===== config.mk =====
export PLATFORM = sky130hd
export DESIGN_NAME = bist_serial_player
export DESIGN_NICKNAME = d
export VERILOG_FILES = /design/src/rtl/bist_pkg.sv /design/src/rtl/misr16.sv /design/src/rtl/bist_serial_player.sv
export SDC_FILE = /design/constraint.sdc
export NUM_CORES = 1
export LEC_CHECK = 0
export ABC_AREA = 1
export BUFFER_PORTS_ARGS = -buffer_cell sky130_fd_sc_hd__buf_2
export CORE_MARGIN = 2
export CORE_UTILIZATION = 60
export CTS_BUF_LIST = sky130_fd_sc_hd__clkbuf_16
export CTS_CLUSTER_SIZE = 20
export DETAILED_ROUTE_END_ITERATION = 6
export MAX_ROUTING_LAYER = met4
export PLACE_DENSITY = 0.83
export SYNTH_ARGS = -nofsm -noshare
export SYNTH_HDL_FRONTEND = slang
export SYNTH_SLANG_ARGS = --single-unit

===== constraint.sdc =====
create_clock -name clk -period 3.5 [get_ports clk]
set_clock_uncertainty 0.05 [all_clocks]
set_input_delay 0.525 -clock clk [delete_from_list [all_inputs] [get_ports clk]]
set_output_delay 0.525 -clock clk [all_outputs]
set_load 0.02 [all_outputs]

===== src/rtl/bist_pkg.sv =====
// bist_pkg: shared state encoding, LFSR/MISR constants and step functions for the serial BIST player
package bist_pkg;

    typedef enum logic [2:0] {
        IDLE,
        RESET_CUT,
        APPLY,
        FLUSH,
        DONE
    } state_e;

    // Feedback taps 8,6,5,4 as a mask over lfsr[7:0]
    localparam logic [7:0]  LFSR_TAPS     = 8'hB8;
    localparam logic [15:0] MISR_POLY     = 16'h1021;
    // An all-zero LFSR never leaves zero, so a zero seed is replaced
    localparam logic [7:0]  SEED_FALLBACK = 8'h01;

    function automatic logic [7:0] lfsr_step(input logic [7:0] s);
        return {s[6:0], ^(s & LFSR_TAPS)};
    endfunction

    function automatic logic [15:0] misr_step(input logic [15:0] s, input logic [1:0] d);
        return {s[14:0], 1'b0} ^ (s[15] ? MISR_POLY : 16'h0000) ^ {14'b0, d};
    endfunction

endpackage


===== src/rtl/misr16.sv =====
// misr16: 16-bit multiple-input signature register compacting a 2-bit response per enabled cycle
//   clk    - rising-edge clock
//   rst    - asynchronous active-low reset, clears the signature
//   clr_i  - synchronous clear to zero (wins over en_i)
//   en_i   - fold data_i into the signature this cycle
//   data_i - response bits {overflw, outp}
//   sig_o  - current signature
module misr16
    import bist_pkg::*;
(
    input  logic        clk,
    input  logic        rst,
    input  logic        clr_i,
    input  logic        en_i,
    input  logic [1:0]  data_i,
    output logic [15:0] sig_o
);

    logic [15:0] sig_q, sig_d;

    always_comb sig_d = clr_i ? 16'h0000 : (en_i ? misr_step(sig_q, data_i) : sig_q);

    always_ff @(posedge clk or negedge rst) begin
        if (!rst) sig_q <= 16'h0000;
        else      sig_q <= sig_d;
    end

    assign sig_o = sig_q;

endmodule


===== src/rtl/bist_serial_player.sv =====
// bist_serial_player: LFSR-driven k/j stimulus generator with MISR response compaction for the serial comparator core
//   clk       - rising-edge clock
//   rst       - asynchronous active-low reset, aborts any run
//   start     - run request, sampled only in IDLE/DONE
//   k, j      - serial stimulus lines to the core
//   cut_rst   - active-high reset held on the core outside a run
//   outp      - core result output (response bit 0)
//   overflw   - core overflow output (response bit 1)
//   busy      - run in progress
//   done      - run complete, signature/pass valid
//   pass      - signature matched GOLDEN
//   signature - MISR contents
module bist_serial_player
    import bist_pkg::*;
#(
    parameter int unsigned N_PATTERNS = 10,
    parameter int unsigned RST_CYCLES = 2,
    parameter logic [7:0]  LFSR_SEED  = 8'hA5,
    parameter logic [15:0] GOLDEN     = 16'h0000
) (
    input  logic        clk,
    input  logic        rst,
    input  logic        start,
    output logic        k,
    output logic        j,
    output logic        cut_rst,
    input  logic        outp,
    input  logic        overflw,
    output logic        busy,
    output logic        done,
    output logic        pass,
    output logic [15:0] signature
);

    localparam int unsigned CW = $clog2(N_PATTERNS > RST_CYCLES ? N_PATTERNS : RST_CYCLES) + 1;
    localparam logic [7:0]    SEED   = (LFSR_SEED == 8'h00) ? SEED_FALLBACK : LFSR_SEED;
    localparam logic [CW-1:0] N_LAST = CW'(N_PATTERNS - 1);
    localparam logic [CW-1:0] R_LAST = CW'(RST_CYCLES - 1);

    state_e        state_q;
    logic [CW-1:0] cnt_q;
    logic [7:0]    lfsr_q;
    logic          k_q, j_q, cut_rst_q, busy_q, done_q, pass_q;
    logic          run_req, misr_clr, misr_en;
    logic [1:0]    resp;

    assign resp     = {overflw, outp};
    assign run_req  = start && (state_q == IDLE || state_q == DONE);
    assign misr_clr = run_req || state_q == RESET_CUT;
    // The core registers its outputs, so the response to pattern i arrives one
    // cycle late: skip the first APPLY cycle and pick up the last one in FLUSH.
    assign misr_en  = (state_q == APPLY && cnt_q != '0) || state_q == FLUSH;

    misr16 u_misr (
        .clk    (clk),
        .rst    (rst),
        .clr_i  (misr_clr),
        .en_i   (misr_en),
        .data_i (resp),
        .sig_o  (signature)
    );

    always_ff @(posedge clk or negedge rst) begin
        if (!rst) begin
            state_q   <= IDLE;
            cnt_q     <= '0;
            lfsr_q    <= SEED;
            k_q       <= 1'b0;
            j_q       <= 1'b0;
            cut_rst_q <= 1'b1;
            busy_q    <= 1'b0;
            done_q    <= 1'b0;
            pass_q    <= 1'b0;
        end else begin
            case (state_q)
                IDLE, DONE: if (start) begin
                    state_q   <= RESET_CUT;
                    cnt_q     <= '0;
                    lfsr_q    <= SEED;
                    k_q       <= 1'b0;
                    j_q       <= 1'b0;
                    cut_rst_q <= 1'b1;
                    busy_q    <= 1'b1;
                    done_q    <= 1'b0;
                    pass_q    <= 1'b0;
                end
                RESET_CUT: begin
                    if (cnt_q == R_LAST) begin
                        state_q   <= APPLY;
                        cnt_q     <= '0;
                        cut_rst_q <= 1'b0;
                        k_q       <= lfsr_q[1];
                        j_q       <= lfsr_q[0];
                        lfsr_q    <= lfsr_step(lfsr_q);
                    end else begin
                        cnt_q     <= cnt_q + CW'(1);
                    end
                end
                APPLY: begin
                    lfsr_q <= lfsr_step(lfsr_q);
                    if (cnt_q == N_LAST) begin
                        state_q <= FLUSH;
                        k_q     <= 1'b0;
                        j_q     <= 1'b0;
                    end else begin
                        cnt_q   <= cnt_q + CW'(1);
                        k_q     <= lfsr_q[1];
                        j_q     <= lfsr_q[0];
                    end
                end
                FLUSH: begin
                    state_q   <= DONE;
                    cut_rst_q <= 1'b1;
                    busy_q    <= 1'b0;
                    done_q    <= 1'b1;
                    // Compare against the value the MISR takes on this same edge
                    pass_q    <= misr_step(signature, resp) == GOLDEN;
                end
                default: state_q <= IDLE;
            endcase
        end
    end

    assign k       = k_q;
    assign j       = j_q;
    assign cut_rst = cut_rst_q;
    assign busy    = busy_q;
    assign done    = done_q;
    assign pass    = pass_q;

endmodule


==> impl_results.md, run 1 <==
- Register area share after synthesis: 47.63%
- Max-Cap Viols: 0
- Clock transition at path regs: 0.06 ns
- Std cell rows: 21
- Hold Violations, Final: 0
- Worst setup margin: 1.900 ns
- Max clock buf depth: 2
- Die width: 61.87 um
- RSZ-0062 raised after global routing: no
- Ports: 27
- CTS tree: done
- Overall Global Routing Usage: 24.26%
- CTS buffer count: 5
- Fmax: 624.9 MHz
- Routed wire length: 4089 um
- Setup TNS: 0 ns
- Largest net degree at the start of global routing: 39
- Hold_buf cts: 0
- Leak: 0.001339 uW
- Critical path class: reg -> reg
- Dpl ws: 1.869 ns
- Share of layout cells above drive strength 1: 17.79%
- Endpoints failing setup: 0
- Clock Latency Late Sink: 0.28 ns
- Slowest stage cell, crit path: dfrtp_1
- CP startpoint kind: register
- Vias per cell: 5.119
- PwrDens: 972.1 nW/um2
- VDD IR max: 0.0004754 V
- Postcts setup bufs: 0
- Synth cell types: 21
- CP max FO: 10
- Period Utilization, post-route: 45.72%
- Least-Margin Pin Slew: 0.8259 ns
- Syn Nets: 277
- Overflow after GRT: 0
- Post-CTS Resized: 0
- R2r endpoint: j
- Dpl hpwl: 2776 um
- Syn_area_per_cell: 7.470 um2
- Crit path time final: 1.600 ns
- Drt drc: 0
- Initial Util: 61.18%
- Worst EP required: 3.61 ns
- Number of routed nets with antenna violations: 0
- Clk sinks: 38
- R2r setup slk: 1.90 ns
- Wire length per cell: 11.89 um
- CTS root buf: clkbuf_16
- Max-slew violations: 0
- Status: completed
- Seq cells post-synth: 38
- Slowest cell delay on critical path: 0.42 ns
- Initial drt markers: 143
- Total vias in the final route: 1761
- First-pass GRT wire length: 6561 um
- PortBufs: 26
- Syn Inst Count: 269
- Yosys top cell area share: 41.10%
- CP cell instances: inv_1, ha_1, inv_1, nor2_1, nand2_1, nand2_2, nand3_2, nand2_1, nand2_1
- Vias in the first global route: 1462
- Min Hold Slack: 0.2933 ns
- H-tree levels: 2
- Ranking of synthesized cells by area: dfrtp_1 (41%), nand2_1 (21%), nand3_1 (10%)
- Cell Area, Synth: 2009 um2
- Slew HR: 44.94%
- Antenna fix cells: 0
- GPL Wtd Cong: 0.8655
- Core box area: 3284 um2
- Critical path's most frequent cell: nand2_1
- DIE HEIGHT: 61.87 um
- Synth area leader: dfrtp_1
- Worst Setup End Kind: register
- Layout Nets: 305
- First-pass iteration count of the detailed router: 4
- Area Overhead vs Synth: 14.20%
- Initial antenna violation count: 0
- Reg2Reg Depth: 9
- Critical Path AT: 1.71 ns
- Worst hold-check path type: in -> async
- Syn. warnings: 0
- R2r startpoint: cnt_q[1]
- DIE AREA: 3828 um2
## area by class of cell
cell class	count	area [um2]
inverter	27	101.3
fill	265	989.7
sequential	38	957.2
tap	46	57.56
clock buffer	5	125.1
timing repair buffer	26	130.1
clock inverter	3	12.51
multi-input combinational	199	910.9
## metrics by stage
stage | utilization [%] | total power, uW | cell area (um2) | std cells
2_1_floorplan | - | 1585 | 2009 | 269
3_3_place_gp | 65.68 | 1794 | 2157 | 336
3_5_place_dp | 65.68 | 1814 | 2157 | 336
4_1_cts | 69.87 | 2247 | 2295 | 344
5_1_grt | 69.87 | 2447 | 2295 | 344
6_report | 69.87 | 2231 | 2295 | 344
## Yosys cell counts
cell type    n
buf_2        2
ha_1         3
nor2_2       4
inv_1       24
nand4_1      3
and2_0       1
xnor2_1      4
nor2_1      19
inv_2        3
o21ai_0      1
buf_6        2
nand2_1    113
nand2_4      2
nor2_4       1
dfrtp_1     33
nand3_1     41
nand2_2      5
dfstp_2      5
nand3_2      1
buf_4        1
a21boi_0     1
## worst max path at each step
stage / startpoint / end / slack [ns] / cells past startpoint
6_report: cnt_q[1] / j / 1.90 / 9
3_5_place_dp: start / u_misr.sig_o[7] / 1.87 / 7
4_1_cts: cnt_q[1] / j / 1.89 / 9
2_1_floorplan: cnt_q[1] / j / 2.09 / 9
5_1_grt: cnt_q[1] / j / 1.68 / 9
3_3_place_gp: start / u_misr.sig_o[11] / 1.87 / 7
## registers in the layout (all words and copies together), names as in the netlist
signal and cells:
lfsr_q 8, u_misr.sig_o 16, k 1, done 1
busy 1, j 1, pass 1, cut_rst 1
cnt_q 5, state_q 3
## metal layers
metal	up-vias	wire length, um	global-route usage, %
met2	64	1893	34.44
met3	5	281	6.211
met4	0	39	4.559
met1	794	1875	35.46
met5	-	0	-
li1	898	-	-
## placed cells by master, fill, tap and decap left out
| cell type | count |
|---|---|
| nor2_4 | 1 |
| xnor2_1 | 4 |
| nand2_4 | 2 |
| buf_2 | 26 |
| clkbuf_16 | 5 |
| a21boi_0 | 1 |
| nand2_1 | 113 |
| inv_2 | 3 |
| dfrtp_1 | 33 |
| nand2_2 | 5 |
| nand3_2 | 1 |
| nand4_1 | 3 |
| nor2_1 | 19 |
| clkinv_1 | 1 |
| inv_1 | 25 |
| dfstp_2 | 5 |
| clkinv_2 | 1 |
| and2_0 | 1 |
| ha_1 | 3 |
| o21ai_0 | 1 |
| nor2_2 | 4 |
| nand3_1 | 41 |
## worst max-delay path, delay by kind of cell, from the launching register on
kind | cells | cell delay [ns]
buf+inv | 2 | 0.13
fa+ha+maj | 1 | 0.16
flops | 1 | 0.42
simple gates | 6 | 0.72
## cell families (layout without fill, tap and decap cells)
logic type               after synthesis  count (layout)  share of synthesized area (%)
buffers and inverters                 32              61                          7.036
AND/OR/NAND/NOR                      190             190                          41.10
AO/OA/AOI/OAI                          2               2                         0.6226
adder cells (fa/ha/maj)                3               3                          1.868
flip-flops                            38              38                          47.63
XOR/XNOR                               4               4                          1.743
## where the power goes
part / total [uW] / internal, uW / switching, uW
sequential: 738 / 607 / 130
combinational: 1070 / 315 / 758
clock: 420 / 257 / 163
total: 2230 / 1180 / 1050
No activity file was read; power rests on OpenSTA's default activity.
==> inputs of run 2 (changes only) <==
--- a/config.mk
+++ b/config.mk
@@ -5,15 +5,15 @@
 export SDC_FILE = /design/constraint.sdc
 export NUM_CORES = 1
 export LEC_CHECK = 0
-export ABC_AREA = 1
+export ABC_AREA = 0
 export BUFFER_PORTS_ARGS = -buffer_cell sky130_fd_sc_hd__buf_2
 export CORE_MARGIN = 2
-export CORE_UTILIZATION = 60
+export CORE_UTILIZATION = 51
 export CTS_BUF_LIST = sky130_fd_sc_hd__clkbuf_16
 export CTS_CLUSTER_SIZE = 20
 export DETAILED_ROUTE_END_ITERATION = 6
 export MAX_ROUTING_LAYER = met4
-export PLACE_DENSITY = 0.83
+export PLACE_DENSITY = 0.75
 export SYNTH_ARGS = -nofsm -noshare
 export SYNTH_HDL_FRONTEND = slang
 export SYNTH_SLANG_ARGS = --single-unit
==> constraint.sdc (replaced) <==
create_clock -name clk -period 1.4 [get_ports clk]
set_clock_uncertainty 0.05 [all_clocks]
set_input_delay 0.21 -clock clk [delete_from_list [all_inputs] [get_ports clk]]
set_output_delay 0.21 -clock clk [all_outputs]
set_load 0.02 [all_outputs]
==> run 2 against run 1 <==
The flow now finishes with violations (setup timing). Largest power group unchanged. Routed wire length increased by 23%. First-iteration DRC count is 1.4% higher. Global-route usage up 3.2 points. Critical path type unchanged. Highest routed layer unchanged.
==> impl_results.md, run 2 <==
- Status: complete, but fails checks
- Violated checks: setup timing
- First-pass GRT wire length: 8680 um
- Vias in the first global route: 1817
- GPL Wtd Cong: 0.9332
- Worst setup path start: cnt_q[0]
- Min Hold Slack: 0.2125 ns
- VDD IR max: 0.001298 V
- Least-Margin Pin Slew: 0.4795 ns
- Dpl ws: -0.4792 ns
- Vias per cell: 5.458
- Syn_area_per_cell: 10.46 um2
- Most frequent cells in the layout: buf_4 (42), dfrtp_1 (32), buf_2 (26), nand2_1 (19), inv_1 (13)
- Drt drc: 0
- Slew HR: 68.03%
- DIE AREA: 4325 um2
- Number of routed nets with antenna violations: 0
- Area Overhead vs Synth: 45.98%
- Part of the power in combinational logic: 55.7%
- Worst setup margin: -0.4581 ns
- Antenna fix cells: 0
- Main synth FF type: dfrtp_1
- Uppermost routed layer: met4
- CTS tree: done
- DIE HEIGHT: 65.77 um
- Crit path time final: 1.858 ns
- Clk pwr share: 17.0%
- Clock Latency Late Sink: 0.28 ns
- Multi-input gate area: 1057 um2
- Max clock buf depth: 2
- Commonest non-fill, non-tap cell in the layout: buf_4
- Core box area: 3661 um2
- PortBufs: 26
- Initial drt markers: 145
- Ranking of synthesized cells by area: dfrtp_1 (42%), dfstp_2 (6.8%), mux2i_1 (6.7%)
- EDFF count, synth: 0
- Reg2Reg Depth: 6
- Pint: 3974 uW
- Critical path class: reg -> reg
- Max reg flops: 16
- Dpl hpwl: 3584 um
- Syn. warnings: 0
- CP startpoint kind: register
- Max-slew violations: 0
- R2r startpoint: cnt_q[0]
- Ports: 27
- R2r setup slk: -0.46 ns
- Total vias in the final route: 1692
- Fraction of registers with async set/reset: 100.0%
- R2r endpoint: u_misr.sig_o[5]
- Wire length per cell: 16.27 um
- Met2 wire length: 2609 um
- CTS root buf: clkbuf_16
- CP max FO: 6
- Hold Violations, Final: 0
- Share of layout cells above drive strength 1: 45.80%
- Wl on met1: 2148 um
- Clock transition at path regs: 0.06 ns
- Period Utilization, post-route: 132.7%
- Switch Pwr: 2384 uW
- Layout fillers: 226
- WHS Path Cells: 3
- Worst Hold Endpoint: state_q[2]
- Max-Cap Viols: 0
- Worst EP required: 1.51 ns
- Tot Pwr: 6357 uW
- Sequential power share: 27.2%
- Std cell rows: 22
- Routed wire length: 5044 um
- Met3 wire len: 157 um
- Endpoints failing setup: 35
- Die width: 65.77 um
- Clk sinks: 38
- Synth top cells by count: dfrtp_1 (33), nand2_1 (19), inv_1 (16)
- Cell Area, Synth: 1946 um2
- Initial Util: 53.14%
- RSZ-0062 raised after global routing: yes
- Worst Setup End Kind: register
- Seq. cell area: 958.4 um2
- Most frequent cell after synthesis: dfrtp_1
- Largest net degree at the start of global routing: 21
- Register area share after synthesis: 49.20%
- Layout Nets: 269
- Synth cell types: 46
- Syn Nets: 194
- Critical Path AT: 1.97 ns
- First-pass iteration count of the detailed router: 4
- Sw Share: 37.49%
- Initial antenna violation count: 0
- Syn Inst Count: 186
- Fmax: 538.2 MHz
- Leak: 0.001361 uW
- Overall Global Routing Usage: 27.42%
- Hold Path Origin: start
- Worst hold-check path type: in -> reg
- Overflow after GRT: 0
- Seq cells post-synth: 38
- Synth area leader: dfrtp_1
- CTS buffer count: 5
- H-tree levels: 2
- PwrDens: 2238 nW/um2
- Yosys top cell area share: 42.44%
-- run 2: cell types whose count changed after synthesis, sizes merged, moves of 5 or more --
| cell | before | now |
|---|---|---|
| nor2b | 0 | 8 |
| a21oi | 0 | 7 |
| nand2b | 0 | 5 |
| mux2i | 0 | 13 |
| nand2 | 120 | 19 |
| nand3 | 42 | 3 |
| mux2 | 0 | 5 |
| inv | 27 | 16 |
| nor2 | 24 | 12 |
-- run 2: what timing repair did --
action                                 in CTS  in global routing
setup endpoints to repair                  36                 35
buffers inserted                            5                  1
endpoints found under the hold margin      13                  0
resized for setup                          23                  7
hold buffers                                1                  0
pin swaps                                  21                  8
-- run 2: power groups by stage --
stage / combinational [uW] / clock, uW / sequential [uW]
after floorplan: 1710 / 0 / 1860
after global placement: 2950 / 0 / 1690
after detailed placement: 3070 / 0 / 1720
after CTS: 3410 / 1100 / 1720
after global routing: 3820 / 1150 / 1780
final: 3540 / 1080 / 1730
-- run 2: worst max path at each step --
stage	end	slack, ns	cells past startpoint
after global placement	u_misr.sig_o[5]	-0.44	6
after floorplan	u_misr.sig_o[1]	-0.42	6
after global routing	u_misr.sig_o[2]	-0.51	7
after detailed placement	u_misr.sig_o[5]	-0.48	6
after CTS	u_misr.sig_o[5]	-0.47	6
final	u_misr.sig_o[5]	-0.46	6
-- run 2: layout make-up --
class	count	share of cell area, %
clock inverters	3	0.5727
flip-flops and latches	38	33.74
inverters	16	2.291
well taps	48	2.115
repair buffers	75	19.65
multi-input cells	125	37.22
clock buffers	5	4.405
-- run 2: cell families (layout without fill, tap and decap cells) --
| logic type | Yosys count | after routing | share of synthesized area (%) |
|---|---|---|---|
| buffers and inverters | 23 | 99 | 4.952 |
| AO/OA/AOI/OAI | 33 | 33 | 13.18 |
| AND/OR/NAND/NOR | 63 | 63 | 17.56 |
| XOR/XNOR | 8 | 8 | 3.601 |
| adder cells (fa/ha/maj) | 3 | 3 | 1.929 |
| multiplexers | 18 | 18 | 9.582 |
| flip-flops | 38 | 38 | 49.20 |
-- run 2: through the flow --
stage,setup TNS [ns],util (%),instance area [um2],cells
global placement,-11.22,68.59,2511,296
finish,-12.34,77.58,2840,310
detailed placement,-12.75,68.59,2511,296
floorplan,-7.827,-,2002,186
global route,-14.53,77.58,2840,310
CTS,-11.91,76.38,2796,309
-- run 2: worst max-delay path: stages, from the launching register on --
cell	delay, ns
dfrtp_1	0.39
inv_2	0.09
ha_4	0.13
or4b_4	0.47
a21oi_4	0.15
o22ai_4	0.14
mux2_4	0.32
-- run 2: metal layers --
| layer | GRT usage [%] | vias up |
|---|---|---|
| li1 | - | 792 |
| met1 | 33.18 | 847 |
| met2 | 45.71 | 40 |
| met3 | 5.308 | 13 |
| met4 | 9.896 | 0 |
| met5 | - | - |
